===== src/rtl/pc_sequencer.sv =====
// Program-counter sequencer with optional return stack.
// Applies one operation per clock (HOLD, INC, JUMP, BRANCH, CALL, RET, CLEAR).
// Optional feature macro: PC_SEQ_RET_STACK_EN
//    defined   : CALL pushes the return address, RET pops it, and SP_OUT,
//                OVERFLOW and UNDERFLOW report stack state.
//    undefined : CALL behaves as JUMP, RET behaves as HOLD, SP_OUT, OVERFLOW
//                and UNDERFLOW are tied low, and no stack storage exists.
// Port names are kept in the fixed upper-case form the integration expects.

module pc_sequencer #(
   parameter int                ADDR_W      = 19,
   parameter int                OFF_W       = 8,
   parameter int                STACK_DEPTH = 4,
   parameter logic [ADDR_W-1:0] RESET_VEC   = '0,
   localparam int               SP_W        = $clog2(STACK_DEPTH + 1)
) (
   input  logic              CLK,
   input  logic              RESET_N,
   input  logic              STALL,
   input  logic [2:0]        OP,
   input  logic              COND,
   input  logic [ADDR_W-1:0] TARGET,
   input  logic [OFF_W-1:0]  OFFSET,
   output logic [ADDR_W-1:0] PC_OUT,
   output logic [SP_W-1:0]   SP_OUT,
   output logic              OVERFLOW,
   output logic              UNDERFLOW
);

   typedef enum logic [2:0] {
      OP_HOLD   = 3'b000,
      OP_INC    = 3'b001,
      OP_JUMP   = 3'b010,
      OP_BRANCH = 3'b011,
      OP_CALL   = 3'b100,
      OP_RET    = 3'b101,
      OP_CLEAR  = 3'b110,
      OP_RSVD   = 3'b111
   } op_e;

   op_e               w_op;
   logic [ADDR_W-1:0] w_pc_inc;
   logic [ADDR_W-1:0] w_off_sext;
   logic [ADDR_W-1:0] w_pc_branch;
   logic [ADDR_W-1:0] r_pc;

   assign w_op        = op_e'(OP);
   assign w_pc_inc    = r_pc + ADDR_W'(1);
   // Size cast of a signed operand sign-extends the displacement to PC width.
   assign w_off_sext  = ADDR_W'($signed(OFFSET));
   assign w_pc_branch = r_pc + w_off_sext;

`ifdef PC_SEQ_RET_STACK_EN

   localparam int              IDX_W   = (STACK_DEPTH > 1) ? $clog2(STACK_DEPTH) : 1;
   localparam logic [SP_W-1:0] SP_FULL = SP_W'(STACK_DEPTH);

   logic [ADDR_W-1:0] r_stack [STACK_DEPTH];
   logic [SP_W-1:0]   r_sp;
   logic              r_ovf;
   logic              r_unf;
   logic              w_can_push;
   logic              w_can_pop;
   logic              w_push;
   logic [IDX_W-1:0]  w_push_idx;
   logic [IDX_W-1:0]  w_top_idx;
   logic [ADDR_W-1:0] w_top;

   assign w_can_push = (r_sp != SP_FULL);
   assign w_can_pop  = (r_sp != '0);
   assign w_push     = !STALL && (w_op == OP_CALL) && w_can_push;
   assign w_push_idx = IDX_W'(r_sp);
   assign w_top_idx  = IDX_W'(r_sp - SP_W'(1));
   assign w_top      = r_stack[w_top_idx];

   // PC, stack pointer and sticky error flags.
   always_ff @(posedge CLK or negedge RESET_N) begin
      if (!RESET_N) begin
         r_pc  <= RESET_VEC;
         r_sp  <= '0;
         r_ovf <= 1'b0;
         r_unf <= 1'b0;
      end else if (!STALL) begin
         case (w_op)
            OP_INC:    r_pc <= w_pc_inc;
            OP_JUMP:   r_pc <= TARGET;
            OP_BRANCH: r_pc <= COND ? w_pc_branch : w_pc_inc;
            OP_CALL: begin
               if (w_can_push) begin
                  r_pc <= TARGET;
                  r_sp <= r_sp + SP_W'(1);
               end else begin
                  r_ovf <= 1'b1;
               end
            end
            OP_RET: begin
               if (w_can_pop) begin
                  r_pc <= w_top;
                  r_sp <= r_sp - SP_W'(1);
               end else begin
                  r_unf <= 1'b1;
               end
            end
            OP_CLEAR: begin
               r_pc  <= RESET_VEC;
               r_sp  <= '0;
               r_ovf <= 1'b0;
               r_unf <= 1'b0;
            end
            default: ;
         endcase
      end
   end

   // Return-address storage; written only on a successful push, never reset.
   always_ff @(posedge CLK) begin
      if (RESET_N && w_push) begin
         r_stack[w_push_idx] <= w_pc_inc;
      end
   end

   assign SP_OUT    = r_sp;
   assign OVERFLOW  = r_ovf;
   assign UNDERFLOW = r_unf;

`else

   // PC update without a return stack: CALL jumps, RET holds.
   always_ff @(posedge CLK or negedge RESET_N) begin
      if (!RESET_N) begin
         r_pc <= RESET_VEC;
      end else if (!STALL) begin
         case (w_op)
            OP_INC:    r_pc <= w_pc_inc;
            OP_JUMP:   r_pc <= TARGET;
            OP_BRANCH: r_pc <= COND ? w_pc_branch : w_pc_inc;
            OP_CALL:   r_pc <= TARGET;
            OP_CLEAR:  r_pc <= RESET_VEC;
            default: ;
         endcase
      end
   end

   assign SP_OUT    = '0;
   assign OVERFLOW  = 1'b0;
   assign UNDERFLOW = 1'b0;

`endif

   assign PC_OUT = r_pc;

endmodule


===== config.mk =====
export PLATFORM = sky130hd
export DESIGN_NAME = pc_sequencer
export DESIGN_NICKNAME = d
export VERILOG_FILES = /design/src/rtl/pc_sequencer.sv
export SDC_FILE = /design/constraint.sdc
export NUM_CORES = 1
export LEC_CHECK = 0
export CAP_MARGIN = 20
export CORE_MARGIN = 1
export CORE_UTILIZATION = 40
export CTS_BUF_LIST = sky130_fd_sc_hd__clkbuf_2 sky130_fd_sc_hd__clkbuf_4 sky130_fd_sc_hd__clkbuf_8
export DETAILED_ROUTE_END_ITERATION = 6
export HOLD_SLACK_MARGIN = 0.06
export PLACE_DENSITY = 0.66
export SLEW_MARGIN = 30
export SYNTH_ARGS = -nofsm -noshare
export SYNTH_HDL_FRONTEND = slang
export SYNTH_SLANG_ARGS = --single-unit

===== constraint.sdc =====
create_clock -name CLK -period 3 [get_ports CLK]
set_input_delay 0.45 -clock CLK [delete_from_list [all_inputs] [get_ports CLK]]
set_output_delay 0.45 -clock CLK [all_outputs]
set_load 0.1 [all_outputs]

==> impl_metrics.csv <==
group,metric,value,unit
logic_synthesis,synth_area_leaders,"dfrtp_1 19%, ha_1 9.3%, a21oi_1 7.0%, o21ai_0 5.8%, xnor2_1 4.8%",
logic_synthesis,yosys.area.top_type,"dfrtp_1",
die,dieArea,6749,sq um
detailed_routing,antenna_left,0,
timing,setup_viol,0,
setup_path,startpoint,"OFFSET[7]",
timing,timing.setup.tns,0,ns
logic_synthesis,synthFlopType,"dfrtp_1",
layout,drive_above_1_share,11.94,%
detailed_routing,drc,0,
detailed_routing,dr.first_iter.drc_count,198,
logic_synthesis,synth-seq-cells,19,
die,dieHeight,82.16,microns
logic_synthesis,synth_area,2570,sq um
global_routing,grt_max_degree,26,
logic_synthesis,synthTopCellsByCount,"36 x a21oi_1, 32 x nand2_1, 30 x o21ai_0",
setup_path,r2r-end,"PC_OUT[18]",
job,max_cap_violations,0,
die,pin_count,58,
clocking,cts_sinks,19,
die,die_w,82.16,microns
logic_synthesis,synth_most_common_cell,"a21oi_1",
logic_synthesis,yosysWarnings,0,
die,initial_utilization,42.40,%
layout,finish.utilization,53.01,%
timing,period_share,90.77,%
logic_synthesis,async_flop_share,100.0,%
detailed_routing,vias,2939,
setup_path,worstSetupEndpointType,"register",
hold_path,hold_path.class,"input port to asynchronous set/reset pin",
setup_path,startpoint_type,"input port",
power_and_ir_drop,ir_drop,0.4453,mV
global_routing,first_global_vias,2691,
timing,rsz0062_at_grt,"no",
detailed_routing,drtPass1Iterations,5,
clocking,htreeDepth,1,
logic_synthesis,avgSynthCellArea,7.428,sq um
logic_synthesis,ys_types,59,
logic_synthesis,syn_inst,346,
setup_path,critPathRequiredTime,3.15,ns
status,outcome,"completed",
timing,skew,0.003057,ns
die,num_rows,28,
setup_path,r2r_slack,0.50,ns
setup_path,critPathMaxFanout,10,
clocking,clkTransAtPathRegs,0.08,ns
clocking,cts_hold_buf,0,
global_routing,grt_pass1_wl,13140,microns
layout,diodes,0,
timing,worst_pin_slew,0.8899,ns
clocking,cts_setup_buffers,0,
clocking,clock_path_buffers,2,
placement,dpl.hpwl,6390,microns
clocking,root_buffer,"clkbuf_8",
placement,routabilityCongestion,0.9099,
clocking,cts_resized,0,
logic_synthesis,synth_edf_count,0,
setup_path,reg2reg_depth,8,
clocking,cts_tree,"yes",
timing,drv_slew,0,
timing,finalCriticalPeriod,2.723,ns
power_and_ir_drop,power.density,666.3,nW/um^2
global_routing,gr-usage-all-layers,25.58,%
setup_path,r2r-start,"PC_OUT[0]",
layout,area_growth,25.02,%
timing,fmax,367.2,MHz
setup_path,crit_type,"input port to register",
detailed_routing,drt-total-wl,8260,microns
timing,relSlewSlack,39.83,%
detailed_routing,via_per_inst,6.161,
clocking,cts_made_buffers,3,
setup_path,cp.arrival,2.88,ns
layout,largest_register_ffs,19,
logic_synthesis,synth_top_area_share,18.50,%
clocking,clock_latency,0.27,ns
global_routing,grt_overflow,0,
timing,finalHoldViolCount,0,
power_and_ir_drop,power_leakage,1.315,nW
global_routing,antenna_found_initial,0,
logic_synthesis,ys_seq_area_share,18.50,%
detailed_routing,wl_per_cell,17.32,microns
die,core_area,6061,sq um
layout,num-nets-final,457,
placement,numPortBuffers,52,
==> worst max path at each step <==
stage,end,slack (ns)
5_1_grt,PC_OUT[17],0.13
3_5_place_dp,PC_OUT[17],-0.01
3_3_place_gp,PC_OUT[17],0.04
2_1_floorplan,PC_OUT[16],0.17
4_1_cts,PC_OUT[17],0.26
6_report,PC_OUT[17],0.28
==> cells by family (layout without fill, tap and decap cells) <==
logic type / after synthesis / in the layout / synth area share, %
compound gates: 134 / 134 / 34.86
xor+xnor: 19 / 19 / 6.475
fa+ha+maj: 20 / 20 / 10.03
buf+inv: 36 / 88 / 6.427
flops: 19 / 19 / 18.50
mux: 3 / 3 / 1.168
other cells: 1 / 5 / 0.1459
simple gates: 114 / 114 / 22.40
==> through the flow <==
stage	hold slack [ns]	setup slack [ns]	cells	cell area, sq um	power [W]
floorplan	0.1544	0.1686	350	2585	0.001546
global placement	0.5936	0.04237	473	3172	0.001925
detailed placement	0.5948	-0.01009	473	3172	0.001936
CTS	0.6165	0.2572	477	3218	0.002132
global route	0.1575	0.1286	477	3213	0.002276
finish	0.1270	0.2770	477	3213	0.002141
==> layer usage <==
| layer | vias up | share of wire, % | track usage, % |
|---|---|---|---|
| li1 | 1434 | - | - |
| met1 | 1382 | 45 | 32.80 |
| met2 | 113 | 49 | 45.12 |
| met3 | 10 | 5.3 | 3.407 |
| met4 | 0 | 1.5 | 5.965 |
| met5 | - | 0 | 0 |
==> cells in the final DEF, fill, tap and decap left out, drive strengths merged, types with 3 or more instances in the layout <==
cell / netlist / layout
a21oi: 36 / 36
buf: 9 / 36
nand2: 32 / 32
clkdlybuf4s50: 0 / 32
o21ai: 30 / 30
nor2: 24 / 24
dfrtp: 19 / 19
ha: 19 / 19
inv: 16 / 16
xnor2: 14 / 14
nand3: 12 / 12
nor3: 9 / 9
a221oi: 9 / 9
nand4: 9 / 9
a211oi: 7 / 7
o211ai: 6 / 6
a21o: 6 / 6
xor2: 5 / 5
o221ai: 5 / 5
conb: 1 / 5
o22ai: 4 / 4
and3: 4 / 4
nand2b: 3 / 3
nor4: 3 / 3
or2: 3 / 3
and2: 3 / 3
nor4b: 3 / 3
mux2i: 3 / 3
a221o: 3 / 3
clkbuf: 11 / 3
o31ai: 3 / 3
or3: 3 / 3
==> area by class of cell <==
type	instances	area, sq um
fill	593	2848
multi-input combinational	295	1949
timing repair buffer	68	588.1
sequential	19	475.5
tap	75	93.84
inverter	16	60.06
clock buffer	3	41.29
clock inverter	1	5.005
==> critical path, cell delays in order <==
cell             delay [ns]
clkdlybuf4s50_1        0.63
buf_4                  0.27
ha_1                   0.42
nand2_1                0.07
o21ai_0                0.28
mux2i_1                0.18
a221o_1                0.37
a21oi_1                0.13
a21oi_1                0.08
==> report_power, final <==
group,internal (W),leakage [nW],switching [W],total (W)
Sequential,0.000318,0.238,0.000142,0.000460
Clock,0.0000929,0.0255,0.000104,0.000197
Combinational,0.000471,1.05,0.00101,0.00148
Total,0.000882,1.31,0.00126,0.00214
(Power assumes the default switching activity.)
